## src/rtl/tx_sched.sv

```systemverilog
// Round-robin scheduler that shares the 4-input TX mux among four 16-bit word producers.
// Holds one request and its data stable until three FIFO writes complete, then runs the release handshake.
module tx_sched #(
  parameter int unsigned TIMEOUT = 1024,
  parameter int unsigned CNT_W   = 16
) (
  input  logic             clk,
  input  logic             rst_n,
  input  logic             enable,
  input  logic [3:0]       src_valid,
  input  logic [15:0]      src_data_0,
  input  logic [15:0]      src_data_1,
  input  logic [15:0]      src_data_2,
  input  logic [15:0]      src_data_3,
  output logic [3:0]       src_ready,
  output logic [3:0]       mux_req,
  output logic [15:0]      mux_in_0,
  output logic [15:0]      mux_in_1,
  output logic [15:0]      mux_in_2,
  output logic [15:0]      mux_in_3,
  input  logic [3:0]       mux_accept,
  input  logic             mux_winc,
  output logic             busy,
  output logic             err_timeout,
  output logic [CNT_W-1:0] tx_count
);

  localparam int unsigned TMR_W = $clog2(TIMEOUT);

  typedef enum logic [2:0] {
    S_IDLE,
    S_REQ,
    S_SEND,
    S_RELEASE,
    S_DRAIN
  } state_t;

  state_t           state, state_nxt;
  logic [3:0]       pending;
  logic [3:0]       cap;
  logic [3:0]       clr;
  logic [15:0]      src_data [4];
  logic [15:0]      hold     [4];
  logic [1:0]       last;
  logic [1:0]       cur;
  logic [1:0]       pick;
  logic             pick_vld;
  logic [TMR_W-1:0] timer;
  logic [1:0]       wcnt;
  logic             grant, accepted, timed_out, send_done, released;

  assign src_data[0] = src_data_0;
  assign src_data[1] = src_data_1;
  assign src_data[2] = src_data_2;
  assign src_data[3] = src_data_3;

  assign mux_in_0 = hold[0];
  assign mux_in_1 = hold[1];
  assign mux_in_2 = hold[2];
  assign mux_in_3 = hold[3];

  assign src_ready = ~pending;
  assign busy      = (state != S_IDLE);
  // A source being cleared is still pending, so it cannot be captured on the same edge.
  assign cap       = src_valid & ~pending;
  assign clr       = released ? (4'b0001 << cur) : '0;

  // Search starts just after the last served source and wraps around.
  always_comb begin
    pick     = '0;
    pick_vld = 1'b0;
    for (int unsigned i = 1; i <= 4; i++) begin
      if (!pick_vld && pending[last + 2'(i)]) begin
        pick     = last + 2'(i);
        pick_vld = 1'b1;
      end
    end
  end

  always_comb begin
    state_nxt = state;
    grant     = 1'b0;
    accepted  = 1'b0;
    timed_out = 1'b0;
    send_done = 1'b0;
    released  = 1'b0;
    case (state)
      S_IDLE: begin
        if (enable && pick_vld && (mux_accept == '0)) begin
          grant     = 1'b1;
          state_nxt = S_REQ;
        end
      end
      S_REQ: begin
        if (mux_accept[cur]) begin
          accepted  = 1'b1;
          state_nxt = S_SEND;
        end else if (timer == TMR_W'(TIMEOUT - 1)) begin
          timed_out = 1'b1;
          state_nxt = S_DRAIN;
        end
      end
      S_SEND: begin
        if (mux_winc && (wcnt == 2'd2)) begin
          send_done = 1'b1;
          state_nxt = S_RELEASE;
        end
      end
      S_RELEASE: begin
        if (!mux_accept[cur]) begin
          released  = 1'b1;
          state_nxt = S_IDLE;
        end
      end
      S_DRAIN: begin
        if (mux_accept == '0) state_nxt = S_IDLE;
      end
      default: state_nxt = S_IDLE;
    endcase
  end

  always_ff @(posedge clk or negedge rst_n) begin
    if (!rst_n) state <= S_IDLE;
    else        state <= state_nxt;
  end

  always_ff @(posedge clk or negedge rst_n) begin
    if (!rst_n) begin
      pending     <= '0;
      for (int unsigned k = 0; k < 4; k++) hold[k] <= '0;
      mux_req     <= '0;
      err_timeout <= 1'b0;
      tx_count    <= '0;
      last        <= 2'd3;
      cur         <= '0;
      timer       <= '0;
      wcnt        <= '0;
    end else begin
      pending <= (pending | cap) & ~clr;
      for (int unsigned k = 0; k < 4; k++) begin
        if (cap[k]) hold[k] <= src_data[k];
      end

      if (grant) begin
        cur     <= pick;
        mux_req <= 4'b0001 << pick;
        timer   <= '0;
      end else if (accepted) begin
        timer <= '0;
        wcnt  <= '0;
      end else if (timed_out) begin
        err_timeout <= 1'b1;
        mux_req     <= '0;
        last        <= cur;
      end else if (state == S_REQ) begin
        timer <= timer + 1'b1;
      end

      if (state == S_SEND && mux_winc) begin
        if (send_done) mux_req <= '0;
        else           wcnt    <= wcnt + 2'd1;
      end

      if (released) begin
        last     <= cur;
        tx_count <= tx_count + 1'b1;
      end
    end
  end

endmodule

```

## config.mk

```make
export PLATFORM = sky130hd
export DESIGN_NAME = tx_sched
export DESIGN_NICKNAME = d
export VERILOG_FILES = /design/src/rtl/tx_sched.sv
export SDC_FILE = /design/constraint.sdc
export NUM_CORES = 1
export LEC_CHECK = 0
export CAP_MARGIN = 40
export CELL_PAD_IN_SITES_DETAIL_PLACEMENT = 2
export CELL_PAD_IN_SITES_GLOBAL_PLACEMENT = 2
export CORE_MARGIN = 2
export CORE_UTILIZATION = 30
export DETAILED_ROUTE_END_ITERATION = 6
export DONT_BUFFER_PORTS = 1
export HOLD_SLACK_MARGIN = 0.12
export PLACE_DENSITY_LB_ADDON = 0.1
export SKIP_LAST_GASP = 1
export SLEW_MARGIN = 20
export SYNTH_ARGS = -nofsm -noshare
export SYNTH_HDL_FRONTEND = slang
export SYNTH_SLANG_ARGS = --single-unit
```

## constraint.sdc

```tcl
create_clock -name clk -period 2.5 [get_ports clk]
set_input_delay 0.375 -clock clk [delete_from_list [all_inputs] [get_ports clk]]
set_output_delay 0.375 -clock clk [all_outputs]
set_load 0.02 [all_outputs]
```

==> results.yml, run 1 <==
clock_network:
  htree_levels: 3
  cts_root_buffer: "clkbuf_16"
  clk_pin_slew_ns: 0.08
  insertion_delay_ns: 0.36
  clkSinkCount: 108
  post_cts_buffers: 0
  cts_buffer_depth: 2
  cts_tree: "yes"
  cts_buffers: 9
timing:
  drv_slew: 0
  fin_crit_ns: 2.13
  worst_clock_skew_ns: 0.00844
  finalHoldViolCount: 108
  relSlewSlack_pct: 72.6
  finalSetupViolCount: 0
  max_freq_mhz: 470
  tightest_slew_ns: 0.411
  layout_worst_path_cycle_share_pct: 85.1
  worst_slack_ns: 0.373
  holdWs_ns: -0.294
  rsz0062_at_grt: "false"
  setup_tns_ns: 0
global_route:
  grt_pass1_wl_um: 17900
  grtUsageTotal_pct: 14.3
  grt_pass1_vias: 3205
  antenna_found_initial: 0
  grt.overflow.total: 0
  grt_start_max_net_pins: 109
pwr:
  clock_power_share_pct: 26.6
  power_density_nw_per_um2: 1100
  netSwitchingFraction_pct: 36.9
  ir_drop_mv: 0.389
  intPower_w: 0.00359
  seq_power_share_pct: 54.3
  p_switching_w: 0.00210
  totalPowerFinal_w: 0.00569
  leakage_nw: 2.30
  pwr-share-comb_pct: 19.0
synthesis:
  ys_types: 40
  synth_cells: 363
  synthTopCellsByArea: "dfrtp_1 58%, mux2_2 16%, xor2_1 2.3%"
  synth-seq-cells: 108
  ys_warn_count: 0
  syn_nets: 442
  ys_seq_area_share_pct: 59.1
  synth_top_area_cell: "dfrtp_1"
  netlist_area_um2: 4580
  syn-mean-instance-area_um2: 12.6
  synth_top_area_share_pct: 57.9
floorplan:
  num_rows: 45
  die_h_um: 128
  core_um2: 15000
  ios: 166
  initial_core_util_pct: 30.5
  die_w_um: 128
  die_area_um2: 16300
cells_and_area:
  fin_cells: 565
  syn2layout_area_growth_pct: 12.6
  finalNetCount: 451
  final_layout_size_suffix_gt1_share_pct: 25.5
  fillerInstances: 1559
  num_antenna_cells: 0
  final_util_pct: 34.3
critical_path:
  r2r_start: "state[2]"
  startpoint: "state[2]"
  path_class: "reg2reg"
  arrival_ns: 2.41
  crit_path_start_kind: "flip-flop"
  rr_worst_depth: 5
  cp-end-kind: "flip-flop"
  setup.worst_path.end: "mux_req[2]"
  r2r-end: "mux_req[2]"
  cp.required_ns: 2.79
  cp_max_fo: 12
  r2r_slack_ns: 0.37
place:
  place_inst: 549
  place_ws_ns: 0.365
  hpwl_um: 8200
  place_congestion: 0.691
  port_buffers: 0
routing:
  drc_errors: 0
  postRouteAntennaNets: 0
  num_vias: 2849
  finalWirelength_um: 11300
  drt-wirelength-per-cell_um: 20.0
  first_pass_iters: 4
  first_iter_violations: 94
  vias_per_cell: 5.04
job:
  max_cap_viol_count: 0
status:
  status: "complete, but fails checks"
  violations: "negative hold slack"
worst_hold_path:
  hold_class: "in2async"
## per-stage QoR
stage / hold slack, ns / instance area (um2)
2_1_floorplan: 0.0794 / 4580
3_3_place_gp: 0.0827 / 4840
3_5_place_dp: 0.0844 / 4840
4_1_cts: -0.310 / 5160
5_1_grt: -0.320 / 5160
6_report: -0.294 / 5160
## metal layers
| layer | GRT usage, % | vias to the layer above | share of wire [%] | wire (um) |
|---|---|---|---|---|
| li1 | - | 1282 | - | - |
| met3 | 6.24 | 13 | 8.4 | 952 |
| met4 | 5.24 | 0 | 1.5 | 174 |
| met5 | 0 | - | 0 | 0 |
| met2 | 23.1 | 94 | 50 | 5640 |
| met1 | 17.0 | 1460 | 40 | 4560 |
## timing repair
item | in CTS | in global routing
endpoints found under the setup margin | 0 | 0
endpoints found under the hold margin | 108 | 108
gates resized for setup | 0 | 0
## cells in the final DEF, fill, tap and decap left out, drive strengths merged, types with 4 or more instances in the layout
cell type and count:
a21oi 5, a31oi 4, and3 7, buf 10, clkbuf 9, dfrtp 106
inv 12, mux2 70, nand2 24, nand2b 7, nand3 14, nand4 9
nor2 24, nor2b 11, o21ai 9, xnor2 8, xor2 12
## how the worst min path moves through the flow
stage               startpoint       end  depth (start not counted)
floorplan                rst_n    cur[0]                          0
global placement         rst_n  timer[2]                          0
detailed placement       rst_n  timer[2]                          0
CTS                      rst_n  timer[1]                          0
global route             rst_n  state[1]                          0
finish                   rst_n  state[1]                          0
## registers in the layout, indices dropped and copies added (netlist names), 3 cells and up
register	cells
state	3
tx_count	16
mux_in_2	16
mux_req	4
mux_in_3	16
mux_in_1	16
timer	10
pending	4
mux_in_0	16
## cell families after synthesis
family                     count (synthesis)  share of synthesized area, %
AOI/OAI and AO/OA                         30                          4.45
and+or+nand+nor                          108                          11.9
buffers and inverters                     21                          1.80
DFF                                      108                          59.1
adders and majority gates                  3                         0.820
xor gates and xnor gates                  20                          3.83
muxes                                     73                          18.1
## worst max-delay path, stage by stage (launching register included)
cell     delay, ns
dfrtp_1       0.43
or3_1         0.52
or3_1         0.61
nor2b_1       0.27
nand2_1       0.08
a21oi_1       0.15
## cell type report
type                            instances  area [um2]  share of cell area (%)
Timing Repair Buffer                   10        75.1                    1.46
Sequential cell                       108        2710                    52.5
Inverter                                9        33.8                   0.655
Clock inverter                          7        91.3                    1.77
Tap cell                              188         235                    4.56
Clock buffer                            9         225                    4.37
Multi-Input combinational cell        234        1790                    34.7
## Yosys cell counts, drive strengths merged
master	n
nand4	9
nand3	14
mux4	1
o21ai	9
nand2b	7
a21o	3
mux2i	2
clkbuf	7
and3	7
a32o	1
nand3b	2
o32a	2
nand2	24
a21oi	5
o41ai	1
o22ai	2
nor2	24
o31ai	1
dfrtp	106
mux2	70
nor3	3
and4	2
or3	2
xnor2	8
ha	3
a41o	1
buf	5
inv	9
nor3b	1
or4	1
o41a	1
a31oi	4
dfstp	2
nor2b	11
xor2	12
and2	1
## power by group through the flow
| stage | logic (W) | registers (W) | clock network [W] |
|---|---|---|---|
| 6_report | 0.00108 | 0.00309 | 0.00152 |
| 2_1_floorplan | 0.000872 | 0.00297 | 0 |
| 5_1_grt | 0.00123 | 0.00317 | 0.00164 |
| 3_5_place_dp | 0.00112 | 0.00314 | 0 |
| 4_1_cts | 0.00112 | 0.00311 | 0.00158 |
| 3_3_place_gp | 0.00107 | 0.00314 | 0 |
Note: power is estimated with default switching activity, not from simulation.
==> run 2: changes to the inputs <==
--- a/config.mk
+++ b/config.mk
@@ -14,6 +14,7 @@
 export DONT_BUFFER_PORTS = 1
 export HOLD_SLACK_MARGIN = 0.12
 export PLACE_DENSITY_LB_ADDON = 0.1
+export SETUP_SLACK_MARGIN = 0.3
 export SKIP_LAST_GASP = 1
 export SLEW_MARGIN = 20
 export SYNTH_ARGS = -nofsm -noshare
==> constraint.sdc (replaced) <==
create_clock -name clk -period 1.9 [get_ports clk]
set_input_delay 0.285 -clock clk [delete_from_list [all_inputs] [get_ports clk]]
set_output_delay 0.285 -clock clk [all_outputs]
set_load 0.02 [all_outputs]
==> results.yml, run 2 (synthesized netlist as in run 1, its figures left out) <==
clock_network:
  insertion_delay_ns: 0.36
  clkSinkCount: 108
  cts_buffers: 9
  ctsHoldBuffers: 68
  cts_root_buffer: "clkbuf_16"
  cts_buffer_depth: 2
  cts_tree: "yes"
  htree_levels: 3
  clk_pin_slew_ns: 0.09
global_route:
  antenna_found_initial: 0
  grt_start_max_net_pins: 109
  grt_pass1_vias: 3717
  grt.overflow.total: 0
  grtUsageTotal_pct: 15.8
  grt_pass1_wl_um: 19900
worst_hold_path:
  hold_class: "in2async"
routing:
  vias_per_cell: 4.94
  postRouteAntennaNets: 0
  finalWirelength_um: 12800
  first_pass_iters: 4
  drt-wirelength-per-cell_um: 19.4
  first_iter_violations: 82
  drc_errors: 0
  num_vias: 3251
floorplan:
  die_h_um: 128
  core_um2: 15000
  num_rows: 45
  die_w_um: 128
  die_area_um2: 16300
  initial_core_util_pct: 30.5
  ios: 166
cells_and_area:
  fillerInstances: 1474
  layout_common_cells: "102 x dfrtp_1, 68 x dlygate4sd3_1, 64 x mux2_2, 30 x buf_4, 20 x nand2_1"
  fin_cells: 658
  finalNetCount: 544
  num_antenna_cells: 0
  multiInputGateArea_um2: 2020
  layout_commonest_cell: "dfrtp_1"
  seqCellArea_um2: 2710
  final_layout_size_suffix_gt1_share_pct: 34.3
  syn2layout_area_growth_pct: 37.7
critical_path:
  cp-end-kind: "flip-flop"
  crit_path_start_kind: "flip-flop"
  cp_max_fo: 3
  cp.required_ns: 2.14
  path_class: "reg2reg"
  arrival_ns: 2.08
place:
  port_buffers: 0
  place_congestion: 0.741
  place_ws_ns: 0.0391
  hpwl_um: 8330
  place_inst: 560
pwr:
  clock_power_share_pct: 24.4
  ir_drop_mv: 0.645
  intPower_w: 0.00501
  pwr-share-comb_pct: 24.9
  totalPowerFinal_w: 0.00804
  power_density_nw_per_um2: 1280
  netSwitchingFraction_pct: 37.6
  seq_power_share_pct: 50.6
  p_switching_w: 0.00303
  leakage_nw: 2.76
timing:
  finalSetupViolCount: 0
  finalHoldViolCount: 108
  drv_slew: 0
  rsz0062_at_grt: "true"
  holdWs_ns: -0.388
  tightest_slew_ns: 0.396
  max_freq_mhz: 544
  layout_worst_path_cycle_share_pct: 96.8
  fin_crit_ns: 1.84
  worst_clock_skew_ns: 0.0111
  worst_slack_ns: 0.0614
  relSlewSlack_pct: 73.6
  setup_tns_ns: 0
status:
  status: "complete, but fails checks"
  violations: "negative hold slack"
job:
  max_cap_viol_count: 0
-- run 2: changes by cell type in the layout (fill, tap and decap cells not counted), moves of 5 or more --
| cell | change |
|---|---|
| buf_4 | +20 |
| dlygate4sd3_1 | +68 |
| nand3_1 | -6 |
| nor2_1 | -9 |
| nor2_4 | +7 |
| mux2_4 | +5 |
-- run 2: worst paths after layout --
check / slack, ns / start / end / depth (start not counted)
min in group clk: 0.32 / mux_accept[3] / state[2] / 4
max in group asynchronous: 1.99 / rst_n / last[1] / 0
max reg2reg: 0.06 / cur[0] / state[0] / 6
min reg2reg: 0.49 / wcnt[0] / wcnt[0] / 1
min: -0.39 / rst_n / tx_count[9] / 0
max: 0.06 / cur[0] / state[0] / 6
-- run 2: worst max-delay path: stages, from the launching register on --
cell and delay, ns:
dfrtp_1 0.38, mux4_2 0.53, buf_4 0.17, nor2b_4 0.13, nand2b_1 0.11, o21ai_2 0.08, mux2_1 0.32
-- run 2: metal layers --
metal / wire [um] / share of wire [%] / vias to the layer above / GRT usage [%]
met2: 6760 / 53 / 96 / 28.0
met3: 801 / 6.3 / 16 / 5.28
met4: 240 / 1.9 / 0 / 5.30
met1: 4980 / 39 / 1666 / 17.9
met5: 0 / 0 / - / 0
li1: - / - / 1473 / -
-- run 2: power groups by stage --
stage	clock (W)	sequential (W)	combinational (W)
after global routing	0.00212	0.00417	0.00222
after CTS	0.00206	0.00408	0.00190
final	0.00196	0.00407	0.00200
after global placement	0	0.00411	0.00156
after floorplan	0	0.00392	0.00127
after detailed placement	0	0.00411	0.00163
-- run 2: area by class of cell --
cell class                 count  area share [%]
sequential                   108            43.0
inverter                       9           0.536
clock inverter                 7            1.53
multi-input combinational    234            32.1
timing repair buffer         103            15.5
tap                          188            3.73
clock buffer                   9            3.57
-- run 2: timing repair --
action	in CTS	in global routing
endpoints found under the hold margin	176	108
buffers inserted	8	6
gates resized for setup	10	33
pin swaps	6	12
setup endpoints to repair	32	39
-- run 2: per-stage QoR --
step           cell area, um2  utilization [%]
6_report                 6300             41.9
3_5_place_dp             5010             33.3
5_1_grt                  6300             41.9
4_1_cts                  6150             40.9
3_3_place_gp             5010             33.3
2_1_floorplan            4680                -
